`src/rtl/hdu_sb_pkg.sv`:
```
// ---------------------------------------------------------------------------
// hdu_pkg - shared types and defaults for the hazard-detection unit.
//   hdu_state_e : control FSM states (RUN, MEM_WAIT, FLUSH)
//   HDU_REG_AW  : default register-address width (16 registers)
//   HDU_CNT_W   : default width of the memory-beat count
// ---------------------------------------------------------------------------
package hdu_pkg;

  localparam int HDU_REG_AW = 4;
  localparam int HDU_CNT_W  = 3;

  typedef enum logic [1:0] {
    RUN      = 2'd0,
    MEM_WAIT = 2'd1,
    FLUSH    = 2'd2
  } hdu_state_e;

endpackage

```
`src/rtl/hdu_sb_if.sv`:
```
// ---------------------------------------------------------------------------
// hdu_sb_if - pipeline-side signal bundle of the hazard-detection unit.
//   decode  : dec_valid_i, dec_rs1_i, dec_rs2_i, dec_rs_use_i, dec_rd_i,
//             dec_rd_we_i, dec_is_load_i
//   retire  : wb_valid_i, wb_rd_i
//   execute : x_mem_req_i, x_mem_beats_i, x_branch_taken_i
//   control : cu_stall_si_i
//   results : stall_fetch_o, stall_decode_o, flush_decode_o, busy_o
// Modport master is the pipeline side, slave is the hazard unit.
// ---------------------------------------------------------------------------
interface hdu_sb_if #(
  parameter int REG_AW = hdu_pkg::HDU_REG_AW,
  parameter int CNT_W  = hdu_pkg::HDU_CNT_W
) ();

  logic              dec_valid_i;
  logic [REG_AW-1:0] dec_rs1_i;
  logic [REG_AW-1:0] dec_rs2_i;
  logic [1:0]        dec_rs_use_i;
  logic [REG_AW-1:0] dec_rd_i;
  logic              dec_rd_we_i;
  logic              dec_is_load_i;
  logic              wb_valid_i;
  logic [REG_AW-1:0] wb_rd_i;
  logic              x_mem_req_i;
  logic [CNT_W-1:0]  x_mem_beats_i;
  logic              x_branch_taken_i;
  logic              cu_stall_si_i;
  logic              stall_fetch_o;
  logic              stall_decode_o;
  logic              flush_decode_o;
  logic              busy_o;

  modport master (
    output dec_valid_i, dec_rs1_i, dec_rs2_i, dec_rs_use_i, dec_rd_i,
           dec_rd_we_i, dec_is_load_i, wb_valid_i, wb_rd_i, x_mem_req_i,
           x_mem_beats_i, x_branch_taken_i, cu_stall_si_i,
    input  stall_fetch_o, stall_decode_o, flush_decode_o, busy_o
  );

  modport slave (
    input  dec_valid_i, dec_rs1_i, dec_rs2_i, dec_rs_use_i, dec_rd_i,
           dec_rd_we_i, dec_is_load_i, wb_valid_i, wb_rd_i, x_mem_req_i,
           x_mem_beats_i, x_branch_taken_i, cu_stall_si_i,
    output stall_fetch_o, stall_decode_o, flush_decode_o, busy_o
  );

endinterface

```
`src/rtl/hdu_sb_scoreboard.sv`:
```
// ---------------------------------------------------------------------------
// hdu_scoreboard - pending-load scoreboard with RAW/WAW lookup.
//   clk_i, rst_i   : clock, asynchronous active-low reset
//   set_en_i/rd_i  : a load to set_rd_i issues this cycle
//   wb_valid_i/rd_i: a load result retires to wb_rd_i this cycle
//   dec_*          : decode instruction operands for the hazard lookup
//   raw_o, waw_o   : dependency on a pending load
//   busy_o         : any load pending
// Optional feature: HDU_WB_BYPASS_EN lets the lookup see the same-cycle
// writeback clear so a retiring register no longer causes a stall.
// ---------------------------------------------------------------------------
module hdu_scoreboard #(
  parameter int REG_AW = hdu_pkg::HDU_REG_AW
) (
  input  logic              clk_i,
  input  logic              rst_i,
  input  logic              set_en_i,
  input  logic [REG_AW-1:0] set_rd_i,
  input  logic              wb_valid_i,
  input  logic [REG_AW-1:0] wb_rd_i,
  input  logic              dec_valid_i,
  input  logic [REG_AW-1:0] dec_rs1_i,
  input  logic [REG_AW-1:0] dec_rs2_i,
  input  logic [1:0]        dec_rs_use_i,
  input  logic [REG_AW-1:0] dec_rd_i,
  input  logic              dec_rd_we_i,
  output logic              raw_o,
  output logic              waw_o,
  output logic              busy_o
);

  localparam int NREG = 1 << REG_AW;

  logic [NREG-1:0] pend_q, pend_d;
  logic [NREG-1:0] set_vec, clr_vec, pend_look;

  // Clear and set vectors are built separately: the set path depends on
  // issue, which depends on the lookup, which depends on the clear vector.
  always_comb begin
    clr_vec = '0;
    if (wb_valid_i) clr_vec[wb_rd_i] = 1'b1;
  end

  always_comb begin
    set_vec = '0;
    if (set_en_i) set_vec[set_rd_i] = 1'b1;
  end

  // Set wins over a same-cycle clear of the same register; r0 never pends.
  always_comb begin
    pend_d    = (pend_q & ~clr_vec) | set_vec;
    pend_d[0] = 1'b0;
  end

  always_ff @(posedge clk_i or negedge rst_i) begin
    if (!rst_i) pend_q <= '0;
    else        pend_q <= pend_d;
  end

`ifdef HDU_WB_BYPASS_EN
  assign pend_look = pend_q & ~clr_vec;
`else
  assign pend_look = pend_q;
`endif

  assign raw_o  = dec_valid_i & ((dec_rs_use_i[0] & pend_look[dec_rs1_i]) |
                                 (dec_rs_use_i[1] & pend_look[dec_rs2_i]));
  assign waw_o  = dec_valid_i & dec_rd_we_i & pend_look[dec_rd_i];
  assign busy_o = |pend_q;

endmodule

```
`src/rtl/hdu_sb.sv`:
```
// ---------------------------------------------------------------------------
// hdu_sb - hazard-detection unit: pending-load scoreboard, multi-beat
// memory stall FSM and branch flush.
//   clk_i : clock          rst_i : asynchronous active-low reset
//   bus   : hdu_sb_if.slave (decode/retire/execute inputs, stall/flush/busy)
// Optional feature: HDU_WB_BYPASS_EN (writeback bypass in the scoreboard).
// ---------------------------------------------------------------------------
module hdu_sb
  import hdu_pkg::*;
#(
  parameter int REG_AW = HDU_REG_AW,
  parameter int CNT_W  = HDU_CNT_W
) (
  input logic     clk_i,
  input logic     rst_i,
  hdu_sb_if.slave bus
);

  hdu_state_e       state_q, state_d;
  logic [CNT_W-1:0] cnt_q, cnt_d;
  logic             raw, waw, pend_any;
  logic             flush, stall_dec, issue, set_en;

  assign issue  = bus.dec_valid_i & ~stall_dec & ~flush;
  assign set_en = issue & bus.dec_is_load_i & bus.dec_rd_we_i &
                  (bus.dec_rd_i != '0);

  hdu_scoreboard #(.REG_AW(REG_AW)) u_scoreboard (
    .clk_i        (clk_i),
    .rst_i        (rst_i),
    .set_en_i     (set_en),
    .set_rd_i     (bus.dec_rd_i),
    .wb_valid_i   (bus.wb_valid_i),
    .wb_rd_i      (bus.wb_rd_i),
    .dec_valid_i  (bus.dec_valid_i),
    .dec_rs1_i    (bus.dec_rs1_i),
    .dec_rs2_i    (bus.dec_rs2_i),
    .dec_rs_use_i (bus.dec_rs_use_i),
    .dec_rd_i     (bus.dec_rd_i),
    .dec_rd_we_i  (bus.dec_rd_we_i),
    .raw_o        (raw),
    .waw_o        (waw),
    .busy_o       (pend_any)
  );

  // A branch in RUN takes precedence over a memory request in the same
  // cycle; MEM_WAIT ignores both and just counts its beats down.
  always_comb begin
    state_d = state_q;
    cnt_d   = cnt_q;
    unique case (state_q)
      RUN: begin
        if (bus.x_branch_taken_i) begin
          state_d = FLUSH;
        end else if (bus.x_mem_req_i && bus.x_mem_beats_i >= CNT_W'(2)) begin
          cnt_d   = bus.x_mem_beats_i - CNT_W'(1);
          state_d = MEM_WAIT;
        end
      end
      MEM_WAIT: begin
        cnt_d = cnt_q - CNT_W'(1);
        if (cnt_q == CNT_W'(1)) state_d = RUN;
      end
      FLUSH:   state_d = RUN;
      default: state_d = RUN;
    endcase
  end

  always_ff @(posedge clk_i or negedge rst_i) begin
    if (!rst_i) begin
      state_q <= RUN;
      cnt_q   <= '0;
    end else begin
      state_q <= state_d;
      cnt_q   <= cnt_d;
    end
  end

  // Outputs are gated by rst_i so they read 0 for the whole reset window,
  // even with branch or self-instruct requests present.
  assign flush     = rst_i & (((state_q == RUN) & bus.x_branch_taken_i) |
                              (state_q == FLUSH));
  assign stall_dec = rst_i & ~flush & ((state_q == MEM_WAIT) | raw | waw);

  assign bus.flush_decode_o = flush;
  assign bus.stall_decode_o = stall_dec;
  assign bus.stall_fetch_o  = rst_i & (bus.cu_stall_si_i | stall_dec);
  assign bus.busy_o         = rst_i & pend_any;

endmodule
```
`src/flat_wrapper.sv`:
```
// flat-port wrapper written by rule: the top's interface ports become plain ports
module hdu_sb_flat import hdu_pkg::*;
#(
  parameter int REG_AW = HDU_REG_AW,
  parameter int CNT_W  = HDU_CNT_W
)
  (clk_i, rst_i, bus_dec_valid_i, bus_dec_rs1_i, bus_dec_rs2_i, bus_dec_rs_use_i, bus_dec_rd_i, bus_dec_rd_we_i, bus_dec_is_load_i, bus_wb_valid_i, bus_wb_rd_i, bus_x_mem_req_i, bus_x_mem_beats_i, bus_x_branch_taken_i, bus_cu_stall_si_i, bus_stall_fetch_o, bus_stall_decode_o, bus_flush_decode_o, bus_busy_o);
  hdu_sb_if #(.REG_AW(REG_AW), .CNT_W(CNT_W)) bus_i ();
  input logic clk_i;
  input logic rst_i;
  input wire logic [$bits(bus_i.dec_valid_i)-1:0] bus_dec_valid_i;
  input wire logic [$bits(bus_i.dec_rs1_i)-1:0] bus_dec_rs1_i;
  input wire logic [$bits(bus_i.dec_rs2_i)-1:0] bus_dec_rs2_i;
  input wire logic [$bits(bus_i.dec_rs_use_i)-1:0] bus_dec_rs_use_i;
  input wire logic [$bits(bus_i.dec_rd_i)-1:0] bus_dec_rd_i;
  input wire logic [$bits(bus_i.dec_rd_we_i)-1:0] bus_dec_rd_we_i;
  input wire logic [$bits(bus_i.dec_is_load_i)-1:0] bus_dec_is_load_i;
  input wire logic [$bits(bus_i.wb_valid_i)-1:0] bus_wb_valid_i;
  input wire logic [$bits(bus_i.wb_rd_i)-1:0] bus_wb_rd_i;
  input wire logic [$bits(bus_i.x_mem_req_i)-1:0] bus_x_mem_req_i;
  input wire logic [$bits(bus_i.x_mem_beats_i)-1:0] bus_x_mem_beats_i;
  input wire logic [$bits(bus_i.x_branch_taken_i)-1:0] bus_x_branch_taken_i;
  input wire logic [$bits(bus_i.cu_stall_si_i)-1:0] bus_cu_stall_si_i;
  output wire logic [$bits(bus_i.stall_fetch_o)-1:0] bus_stall_fetch_o;
  output wire logic [$bits(bus_i.stall_decode_o)-1:0] bus_stall_decode_o;
  output wire logic [$bits(bus_i.flush_decode_o)-1:0] bus_flush_decode_o;
  output wire logic [$bits(bus_i.busy_o)-1:0] bus_busy_o;
  assign bus_i.dec_valid_i = bus_dec_valid_i;
  assign bus_i.dec_rs1_i = bus_dec_rs1_i;
  assign bus_i.dec_rs2_i = bus_dec_rs2_i;
  assign bus_i.dec_rs_use_i = bus_dec_rs_use_i;
  assign bus_i.dec_rd_i = bus_dec_rd_i;
  assign bus_i.dec_rd_we_i = bus_dec_rd_we_i;
  assign bus_i.dec_is_load_i = bus_dec_is_load_i;
  assign bus_i.wb_valid_i = bus_wb_valid_i;
  assign bus_i.wb_rd_i = bus_wb_rd_i;
  assign bus_i.x_mem_req_i = bus_x_mem_req_i;
  assign bus_i.x_mem_beats_i = bus_x_mem_beats_i;
  assign bus_i.x_branch_taken_i = bus_x_branch_taken_i;
  assign bus_i.cu_stall_si_i = bus_cu_stall_si_i;
  assign bus_stall_fetch_o = bus_i.stall_fetch_o;
  assign bus_stall_decode_o = bus_i.stall_decode_o;
  assign bus_flush_decode_o = bus_i.flush_decode_o;
  assign bus_busy_o = bus_i.busy_o;
  hdu_sb #(.REG_AW(REG_AW), .CNT_W(CNT_W)) u_core (.clk_i(clk_i), .rst_i(rst_i), .bus(bus_i));
endmodule
```
`config.mk`:
```
export PLATFORM = sky130hd
export DESIGN_NAME = hdu_sb_flat
export DESIGN_NICKNAME = d
export VERILOG_FILES = /design/src/rtl/hdu_sb_pkg.sv /design/src/rtl/hdu_sb_if.sv /design/src/rtl/hdu_sb_scoreboard.sv /design/src/rtl/hdu_sb.sv /design/src/flat_wrapper.sv
export SDC_FILE = /design/constraint.sdc
export NUM_CORES = 1
export LEC_CHECK = 0
export ABC_AREA = 1
export BUFFER_PORTS_ARGS = -buffer_cell sky130_fd_sc_hd__buf_2
export CORE_MARGIN = 2
export CORE_UTILIZATION = 60
export DETAILED_ROUTE_END_ITERATION = 10
export PLACE_DENSITY = 0.95
export SLEW_MARGIN = 20
export SYNTH_ARGS = -nofsm -noshare
export SYNTH_HDL_FRONTEND = slang
export SYNTH_SLANG_ARGS = --single-unit
```
`constraint.sdc`:
```
create_clock -name clk_i -period 6.4 [get_ports clk_i]
set_clock_uncertainty 0.2 [all_clocks]
set_input_delay 1.92 -clock clk_i [delete_from_list [all_inputs] [get_ports clk_i]]
set_output_delay 1.92 -clock clk_i [all_outputs]
set_load 0.01 [all_outputs]
```
==> summary.md, run 1 <==
| Metric | Value |
|---|---|
| Post-synthesis sequential area ratio | 28.65% |
| Cell Rows | 19 |
| Syn_nets | slightly above 300 |
| CP Capture Type | output port |
| Fillcell total | 235 |
| Max Slew Vio Count | 0 |
| Clock-pin slew on the worst setup and hold paths | 0.11 ns |
| Final net count | ~350 |
| Synth cell types | 30 |
| I/O Buffers | 33 |
| Commonest non-fill, non-tap cells in the layout | 80 x nand2_1, 44 x inv_1, 39 x nand3_1 |
| Number of flops mapped to enable cells by yosys | 0 |
| Setup TNS | 0 ns |
| Hold_buf cts | 0 |
| Worst Path Max Fanout | 17 |
| Antenna cells | 0 |
| CTS tree | done |
| Detailed-route wire length per cell | 13.35 microns |
| Die W | between 50 and 60 microns |
| # Post-CTS Setup Buffers | 0 |
| ANT nets after route | 0 |
| Num ports | 34 |
| First-pass GRT wire length | about 7700 microns |
| Largest net degree at the start of global routing | 22 |
| Number of global-route vias before repair | between 1500 and 2000 |
| Drt pass-1 iters | 8 |
| DR iter-0 viols | 137 |
| Syn Inst Count | between 200 and 300 |
| Pwr Density | 225.7 mW/mm^2 |
| Post-Route WL | approximately 4600 microns |
| Leading register cell type out of synthesis | dfrtp_1 |
| Die Ht | approximately 58 microns |
| Fraction of layout cells with a size suffix above 1 | 18.65% |
| Kind of critical path | in -> out |
| Fraction of registers with async set/reset | 100.0% |
| Die area | around 0.0034 sq mm |
| Max_slew headroom | a little under half |
| Fmax | 0.1849 GHz |
| # DRC | 0 |
| Maxcap violations | 0 |
| Period minus WS final | roughly 5.4 ns |
| RSZ-0062 raised after global routing | no |
| Clock buffer depth | 2 |
| Worst Path Required | ~4.3 ns |
| Area Overhead vs Synth | 12.46% |
| Initial antenna violation count | 0 |
| Hpwl dp | about 3600 microns |
| Via count | ~1900 |
| GPL Wtd Cong | 0.9580 |
| Grt total ovfl | 0 |
| Leakage | 1.105 nW |
| VDD IR max | 0.2405 mV |
| Syn avg cell area | roughly 6.3 sq um |
| Worst-margin pin slew | 0.7867 ns |
| Core ar. | 0.002758 sq mm |
| Status | complete, no violations |
| Starting Density | between 60% and 70% |
| Min Hold Slack | 0.2573 ns |
| PostCTS Resize Cnt | 0 |
| Mapped Area | around 0.0017 sq mm |
| Core Util, Final | a little under three quarters |
| Critical Path AT | 3.29 ns |
| Root Driver | clkbuf_4 |
| Tcrit/Tclk final | 84.52% |
| Clock latency on the worst-skew pair | 0.31 ns |
| Commonest non-fill, non-tap cell in the layout | nand2_1 |
| Ys Warns | 0 |
| Setup Viol. Count Final | 0 |
| Setup crit start kind | input port |
| HP Class | reg -> reg |
| #FFs+latches synth | 20 |
| CTS Buf Count | 3 |
| Vias/cell | approximately 5.6 |
| CTS H-tree lvls | 1 |
| Final Hold Viols | 0 |
| CTS sink count | 20 |
| Total Routing Usage GR | 29.41% |
==> per-layer routing <==
metal / GRT usage, % / part of all wire [%] / vias to the layer above
met5: 0 / 0 / -
met2: 49.84 / 48 / 94
met3: 3.348 / 8.3 / 8
met1: 38.45 / 42 / 867
met4: 11.63 / 1.3 / 0
li1: - / - / 955
==> synthesized netlist by cell type (3+ instances only) <==
master,n,area [sq um]
a21oi_1,3,15.01
a22oi_1,3,22.52
dfrtp_1,20,500.5
ha_1,4,50.05
inv_1,44,165.2
inv_2,4,15.01
nand2_1,80,300.3
nand3_1,39,195.2
nand3_2,9,90.09
nor2_1,30,112.6
nor4_1,3,18.77
o21ai_0,18,90.09
==> path summary, 6_finish.rpt <==
path | startpoint | to | slack (ns) | depth (start not counted)
min in group asynchronous | rst_i | u_core.u_scoreboard.pend_look[8]$_DFF_PN0_ | 1.40 | 2
worst max register to register | u_core.u_scoreboard.pend_look[11]$_DFF_PN0_ | u_core.u_scoreboard.pend_look[14]$_DFF_PN0_ | 4.51 | 13
worst max-delay path | bus_dec_rs1_i[0] | bus_stall_fetch_o | 0.99 | 15
worst min register to register | u_core.state_q[0]$_DFFE_PN0P_ | u_core.state_q[1]$_DFFE_PN0P_ | 0.26 | 1
worst min-delay path | u_core.state_q[0]$_DFFE_PN0P_ | u_core.state_q[1]$_DFFE_PN0P_ | 0.26 | 1
max in group asynchronous | rst_i | u_core.u_scoreboard.pend_look[14]$_DFF_PN0_ | 4.38 | 2
==> stage by stage <==
| step | cell area (sq um) | setup slack (ns) | total power (W) | cells |
|---|---|---|---|---|
| final | 1964 | 0.9908 | 0.0004433 | 342 |
| after global routing | 1964 | 0.8358 | 0.0004801 | 342 |
| after CTS | 1957 | 0.9926 | 0.0004392 | 342 |
| after detailed placement | 1921 | 0.9910 | 0.0003668 | 338 |
| after global placement | 1921 | 1.053 | 0.0003585 | 338 |
| after floorplan | 1747 | 1.287 | 0.0003121 | 277 |
==> final cells by class <==
class                   instances  area (sq um)  share of cell area (%)
multi-input cells             205          1036                   52.74
well taps                      31         38.79                   1.975
flip-flops and latches         20         500.5                   25.48
clock buffers                   4         36.28                   1.847
repair buffers                 34         172.7                   8.790
inverters                      48         180.2                   9.172
==> report_power, final <==
part,total (W),internal (W),leakage (nW),switching [W]
logic,0.000181,0.0000669,0.819,0.000114
clock network,0.0000754,0.0000347,0.0210,0.0000407
registers,0.000187,0.000156,0.265,0.0000309
==> registers in the layout, indices dropped and copies added, names as in the netlist <==
name / flops
u_core.state_q: 2
u_core.cnt_q: 3
u_core.u_scoreboard.pend_look: 15
==> worst max-delay path, stage by stage <==
cell and delay [ns]:
buf_2 0.17, inv_2 0.09, nand2_1 0.07, nand3_1 0.07, nand3_1 0.08, nand2_1 0.05, nand2_1 0.06, nand2_1 0.05
nand2_1 0.06, nand2_1 0.07, nand2_1 0.08, nand3_2 0.09, nand2_4 0.20, nand2_1 0.07, buf_2 0.14
==> cells by family (layout without fill, tap and decap cells) <==
family	count (synthesis)	in the layout	share of synthesized area, %
xor gates and xnor gates	1	1	0.5015
DFF	20	20	28.65
AOI/OAI and AO/OA	32	32	11.68
and+or+nand+nor	168	168	43.84
adders and majority gates	4	4	2.865
buffers and inverters	52	86	12.46
No activity file was read; power rests on OpenSTA's default activity.
==> run 2: changes to the inputs <==
Settings changed: CORE_UTILIZATION 60 to 55, PLACE_DENSITY 0.95 to 0.91.
Clock period 6.4 ns to 5.1 ns, I/O delays scaled along.
==> run 2 against run 1 <==
Die area increased by 8.5%. Final area increased by 0.83%. Hold slack improved by 0.018 ns. Final cell count increased by 3.8%. Critical path type unchanged. First-iteration DRC count increased by 16%. Largest power group unchanged. Combinational power increased by 24%. Critical endpoint unchanged. Sequential share of layout area decreased by 0.21 points. Register-to-register slack got worse by 1.3 ns. Highest routed layer unchanged.
==> summary.md, run 2 (synthesis gave the netlist of run 1 again) <==
| Metric | Value |
|---|---|
| Status | complete, no violations |
| Drt pass-1 iters | 5 |
| Sequential Power Share | 42.5% |
| Crit path launch | bus_dec_rd_i[1] |
| Fraction of layout cells with a size suffix above 1 | 18.65% |
| R2r startpoint | u_core.u_scoreboard.pend_look[11]$_DFF_PN0_ |
| VDD IR max | 0.1883 mV |
| Worst r2r dst | u_core.u_scoreboard.pend_look[15]$_DFF_PN0_ |
| Switching portion of total power | 42.04% |
| # Post-CTS Setup Buffers | 0 |
| I/O Buffers | 33 |
| Cell Rows | 20 |
| Root Driver | clkbuf_4 |
| DR iter-0 viols | 159 |
| PostCTS Resize Cnt | 0 |
| Num ports | 34 |
| Hpwl dp | 3694 microns |
| Tcrit/Tclk final | 90.19% |
| Detailed-route wire length per cell | 13.20 microns |
| Area Overhead vs Synth | 13.40% |
| First-pass GRT wire length | 7376 microns |
| CTS tree | done |
| Clock latency on the worst-skew pair | 0.32 ns |
| Initial antenna violation count | 0 |
| GPL Wtd Cong | 0.9398 |
| Worst Path Max Fanout | 17 |
| ANT nets after route | 0 |
| Sw power | ~0.00023 W |
| Comb pwr share | 40.1% |
| Slowest CP cell | nand2_4 |
| Maxcap violations | 0 |
| Via count | approximately 1900 |
| Leakage | 1.105 nW |
| Final Hold Viols | 0 |
| Setup crit start kind | input port |
| Worst-margin pin slew | 0.7544 ns |
| CP Capture Type | output port |
| Die Ht | 60.36 microns |
| Commonest non-fill, non-tap cells in the layout | 80 x nand2_1, 44 x inv_1, 39 x nand3_1 |
| Reg2reg setup slack | around 3.2 ns |
| Total Routing Usage GR | 27.73% |
| Setup Viol. Count Final | 0 |
| Starting Density | 57.69% |
| Largest net degree at the start of global routing | 22 |
| Critical Path Max Stage Delay | 0.19 ns |
| Worst Path Required | about 3.4 ns |
| Period minus WS final | 4.600 ns |
| Max_slew headroom | 49.54% |
| Hold_buf cts | 0 |
| Internal cell power | ~0.00032 W |
| Final net count | 346 |
| Largest register FFs | 15 |
| # DRC | 0 |
| Vias/cell | 5.380 |
| Setup TNS | 0 ns |
| Top cell by count, worst path | nand2_1 |
| Clock buffer depth | 2 |
| Post-Route WL | 4685 microns |
| Critical Path AT | 2.87 ns |
| Commonest non-fill, non-tap cell in the layout | nand2_1 |
| Core ar. | slightly above 0.003 sq mm |
| CTS H-tree lvls | 1 |
| Clock-pin slew on the worst setup and hold paths | between 0.1 and 0.15 ns |
| Hold path start | u_core.state_q[1]$_DFFE_PN0P_ |
| Number of global-route vias before repair | 1638 |
| Die area | 0.003643 sq mm |
| Max Slew Vio Count | 0 |
| Pwr Density | about 280 mW/mm^2 |
| Antenna cells | 0 |
| Kind of critical path | in -> out |
| Worst path cell trace | buf_2, nand2_2, inv_1, a22oi_1, nand2_1, nand2_1, nand2_1, o21bai_2, nand3_2, nand2_4, nand2_1, buf_2 |
| CTS sink count | 20 |
| RSZ-0062 raised after global routing | no |
| Min Hold Slack | 0.2749 ns |
| Worst Setup EP | bus_stall_fetch_o |
| Fmax | 0.2174 GHz |
| Worst r2r path cells | 11 |
| Die W | 60.36 microns |
| HP Class | reg -> reg |
| Clock power share | 17.4% |
| Grt total ovfl | 0 |
| CTS Buf Count | 3 |
-- run 2: cell counts in the layout (fill, tap and decap cells not counted) --
Identical to the previous run, type by type.
-- run 2: per-layer routing --
metal / global-route usage (%) / vias to the layer above / wire length (microns)
li1: - / 958 / -
met1: 37.94 / 865 / 2015
met2: 45.50 / 80 / 2218
met3: 3.198 / 7 / 390
met4: 10.16 / 0 / 59
met5: 0 / - / 0
-- run 2: worst min path at each step --
stage / end / cells after the start
2_1_floorplan: u_core.state_q[1]$_DFFE_PN0P_ / 1
3_3_place_gp: u_core.state_q[1]$_DFFE_PN0P_ / 1
3_5_place_dp: u_core.state_q[1]$_DFFE_PN0P_ / 1
4_1_cts: u_core.state_q[1]$_DFFE_PN0P_ / 1
5_1_grt: u_core.state_q[1]$_DFFE_PN0P_ / 1
6_report: u_core.state_q[1]$_DFFE_PN0P_ / 1
-- run 2: cell type report --
class / instances / area, sq um
clock buffers: 4 / 36.28
multi-input cells: 205 / 1036
repair buffers: 34 / 172.7
flip-flops and latches: 20 / 500.5
fillers: 282 / 1047
well taps: 44 / 55.05
inverters: 48 / 180.2
-- run 2: power groups by stage --
stage	sequential, W	clock (W)	combinational, W
floorplan	0.000222	0	0.000169
global placement	0.000237	0	0.000216
detailed placement	0.000239	0	0.000220
CTS	0.000235	0.0000962	0.000221
global route	0.000242	0.000104	0.000253
finish	0.000237	0.0000969	0.000224
-- run 2: through the flow --
step	cells	worst slack (ns)	instance area, sq um	utilization, %	total power [W]
2_1_floorplan	277	0.7668	1747	-	0.0003917
3_3_place_gp	351	0.5697	1937	63.97	0.0004528
3_5_place_dp	351	0.5123	1937	63.97	0.0004590
4_1_cts	355	0.5156	1973	65.17	0.0005521
5_1_grt	355	0.3872	1981	65.41	0.0005993
6_report	355	0.5003	1981	65.41	0.0005569
-- run 2: critical path, delay by kind of cell --
family,cells,cell delay [ns]
AOI/OAI and AO/OA,2,0.28
buffers and inverters,3,0.35
and+or+nand+nor,7,0.69
==> run 3: changes to the inputs <==
Settings changed: SYNTH_HIERARCHICAL set to 1.
==> run 3 against run 2 <==
The run now ends with DRC left. Global-route usage down 1.9 points. Final area decreased by 5.4%. Clock power decreased by 7.2%. Worst setup slack worse by 0.013 ns. Power shrank 1.8%. Synthesized cell count down 4.3%. Final cell count is 6.8% lower. Core utilization grew 1.4 points. Synthesized area shrank 5.2%. Flip-flop and latch count unchanged. Critical path depth increased by 2. Register-to-register slack got worse by 0.59 ns. Largest power group unchanged. Highest routed layer unchanged.
==> summary.md, run 3 <==
| Metric | Value |
|---|---|
| Status | complete, but fails checks |
| Failing checks | DRC |
| Kind of critical path | in -> out |
| Post-synthesis adder-cell area fraction | 3.023% |
| #FFs+latches synth | 20 |
| Initial antenna violation count | 0 |
| Period minus WS final | 4.612 ns |
| Drt pass-1 iters | 8 |
| Synth cell types | 25 |
| Post-synthesis sequential area ratio | between 30% and 40% |
| Core ar. | about 0.0028 sq mm |
| Count leader, synth | nand2_1 |
| Hpwl dp | 3237 microns |
| Final Hold Viols | 0 |
| # DRC | 3 |
| # Post-CTS Setup Buffers | 0 |
| Comb pwr share | 41.2% |
| Final net count | 335 |
| Area Overhead vs Synth | 13.15% |
| Number of global-route vias before repair | 1613 |
| CTS H-tree lvls | 1 |
| Fmax | 0.2168 GHz |
| Setup Viol. Count Final | 0 |
| Largest register FFs | 15 |
| Syn avg cell area | 6.247 sq um |
| Commonest non-fill, non-tap cell in the layout | nand2_1 |
| Largest family of logic cells by synthesized area | simple AND/OR/NAND/NOR gates |
| Simple logic cell fraction of the synthesized area | 35.75% |
| Grt total ovfl | 0 |
| Detailed-route wire length per cell | 12.86 microns |
| Critical Path AT | 2.88 ns |
| Cell Rows | 19 |
| Max Slew Vio Count | 0 |
| VDD IR max | 0.2561 mV |
| GPL Wtd Cong | between 1 and 1.5 |
| ANT nets after route | 0 |
| Switching portion of total power | 40.90% |
| CTS sink count | 20 |
| Syn_nets | 299 |
| Cell taking the most area after synthesis | dfrtp_1 |
| Multiplexer share of the synthesized area | 0% |
| Reg2reg setup slack | ~2.7 ns |
| Synth area leaders | dfrtp_1 30%, nand2_1 15%, nand3_1 11% |
| Clock buffer depth | 2 |
| Leading register cell type out of synthesis | dfrtp_1 |
| Number of flops mapped to enable cells by yosys | 0 |
| Clock power share | between 15 and 20% |
| Via count | 1893 |
| Top post-synthesis cells by count | 66 x nand2_1, 45 x inv_1, 36 x nand3_1 |
| First-pass GRT wire length | roughly 7000 microns |
| Max_slew headroom | 69.86% |
| Leakage | between 1 and 1.5 nW |
| Die W | 58.86 microns |
| Slowest CP cell | buf_2 |
| RSZ-0062 raised after global routing | no |
| Post-Route WL | 4256 microns |
| Largest net degree at the start of global routing | 15 |
| DP Worst Slack | 0.5115 ns |
| Setup TNS | 0 ns |
| Num ports | 34 |
| Root Driver | clkbuf_4 |
| CTS Buf Count | 3 |
| Worst-margin pin slew | 0.4504 ns |
| Post-Synth XOR/XNOR Area | 0% |
| Sequential Power Share | between 40% and 50% |
| Antenna cells | 0 |
| Worst Path Required | 3.37 ns |
| Maxcap violations | 0 |
| Worst Path Max Fanout | 10 |
| Compound-Gate Fraction of Synth Area | 17.76% |
| Worst Path Buf+Inv | 3 |
| Ys Warns | 6 |
| Worst path cell trace | buf_2, inv_1, nand2_1, nand3_1, nand3b_1, nand3_1, nand2_1, nand2_1, a21oi_1, nor2_1, nand2_1, nand2_1, nor2_1, buf_2 |
| CP Capture Type | output port |
| Pwr Total | 0.0005468 W |
| DR iter-0 viols | 302 |
| Fraction of layout cells with a size suffix above 1 | 16.33% |
| Internal cell power | 0.0003232 W |
| Pwr Density | 291.9 mW/mm^2 |
| Total Routing Usage GR | 25.87% |
| Starting Density | ~59% |
| Setup ws final | 0.4876 ns |
| I/O Buffers | 33 |
| Critical Path Max Stage Delay | between 0.15 and 0.2 ns |
| PostCTS Resize Cnt | 0 |
| Top cell by count, worst path | nand2_1 |
| Setup crit start kind | input port |
| Hold_buf cts | 0 |
| Tcrit/Tclk final | 90.44% |
| Die area | 0.003465 sq mm |
| Fraction of registers with async set/reset | 100.0% |
| Final instance count without filler cells | 331 |
| Inst Count DP | 327 |
| HP Class | reg -> reg |
| Clock-pin slew on the worst setup and hold paths | 0.10 ns |
| Syn Inst Count | roughly 270 |
| CTS tree | done |
| Vias/cell | 5.719 |
| Mapped Area | approximately 0.0017 sq mm |
| Commonest non-fill, non-tap cells in the layout | 66 x nand2_1, 45 x inv_1, 36 x nand3_1 |
| Post-synth top area share | 30.23% |
| Die Ht | 58.86 microns |
| Core Util, Final | 66.77% |
| Sw power | roughly 0.00022 W |
| Cell family with most CP delay | simple AND/OR/NAND/NOR gates |
| Clock latency on the worst-skew pair | around 0.30 ns |
-- run 3: cell types whose count changed in the layout (fill, tap and decap cells not counted), moves of 3 or more --
cell,previous run,this run
o21ai_0,18,35
nand2_1,80,66
nor2_1,30,19
nand3_2,9,1
a21oi_1,3,8
a21oi_2,0,3
a22oi_1,3,0
nand3_1,39,36
nand3b_1,0,3
o21ai_1,0,3
-- run 3: metal layers --
layer	global-route usage, %	vias to the layer above	part of all wire, %
met1	36.45	860	43
met2	41.75	95	47
met5	0	-	0
met4	8.117	0	0.73
met3	2.857	4	9.0
li1	-	934	-
-- run 3: cells by family (layout without fill, tap and decap cells) --
group / Yosys count / after routing
adders and majority gates: 4 / 4
buffers and inverters: 52 / 87
and+or+nand+nor: 135 / 135
DFF: 20 / 20
AOI/OAI and AO/OA: 54 / 54
-- run 3: through the flow --
step | area [sq um] | hold slack, ns
finish | 1873 | 0.2894
global route | 1873 | 0.3451
CTS | 1873 | 0.2944
detailed placement | 1837 | 0.2798
global placement | 1837 | 0.2811
floorplan | 1655 | 0.2616
-- run 3: power by group through the flow --
| stage | Sequential [W] | Combinational [W] | Clock (W) |
|---|---|---|---|
| 2_1_floorplan | 0.000222 | 0.000170 | 0 |
| 4_1_cts | 0.000230 | 0.000224 | 0.0000919 |
| 5_1_grt | 0.000237 | 0.000258 | 0.0000988 |
| 6_report | 0.000232 | 0.000225 | 0.0000899 |
| 3_3_place_gp | 0.000232 | 0.000218 | 0 |
| 3_5_place_dp | 0.000233 | 0.000222 | 0 |
-- run 3: worst paths after layout --
| path | start | to | cells past startpoint |
|---|---|---|---|
| min in group asynchronous | rst_i | u_core/u_scoreboard/pend_look[12]$_DFF_PN0_ | 1 |
| min | u_core/state_q[0]$_DFFE_PN0P_ | u_core/state_q[1]$_DFFE_PN0P_ | 1 |
| max reg2reg | u_core/u_scoreboard/pend_look[13]$_DFF_PN0_ | u_core/u_scoreboard/pend_look[8]$_DFF_PN0_ | 15 |
| max in group asynchronous | rst_i | u_core/cnt_q[2]$_DFFE_PN0P_ | 2 |
| min reg2reg | u_core/state_q[0]$_DFFE_PN0P_ | u_core/state_q[1]$_DFFE_PN0P_ | 1 |
| max | bus_dec_rs2_i[0] | bus_stall_decode_o | 14 |
-- run 3: layout make-up --
type	instances	area [sq um]
Timing Repair Buffer	34	172.7
Tap cell	31	38.79
Inverter	49	188.9
Clock buffer	4	36.28
Multi-Input combinational cell	193	935.9
Fill cell	256	932.1
Sequential cell	20	500.5
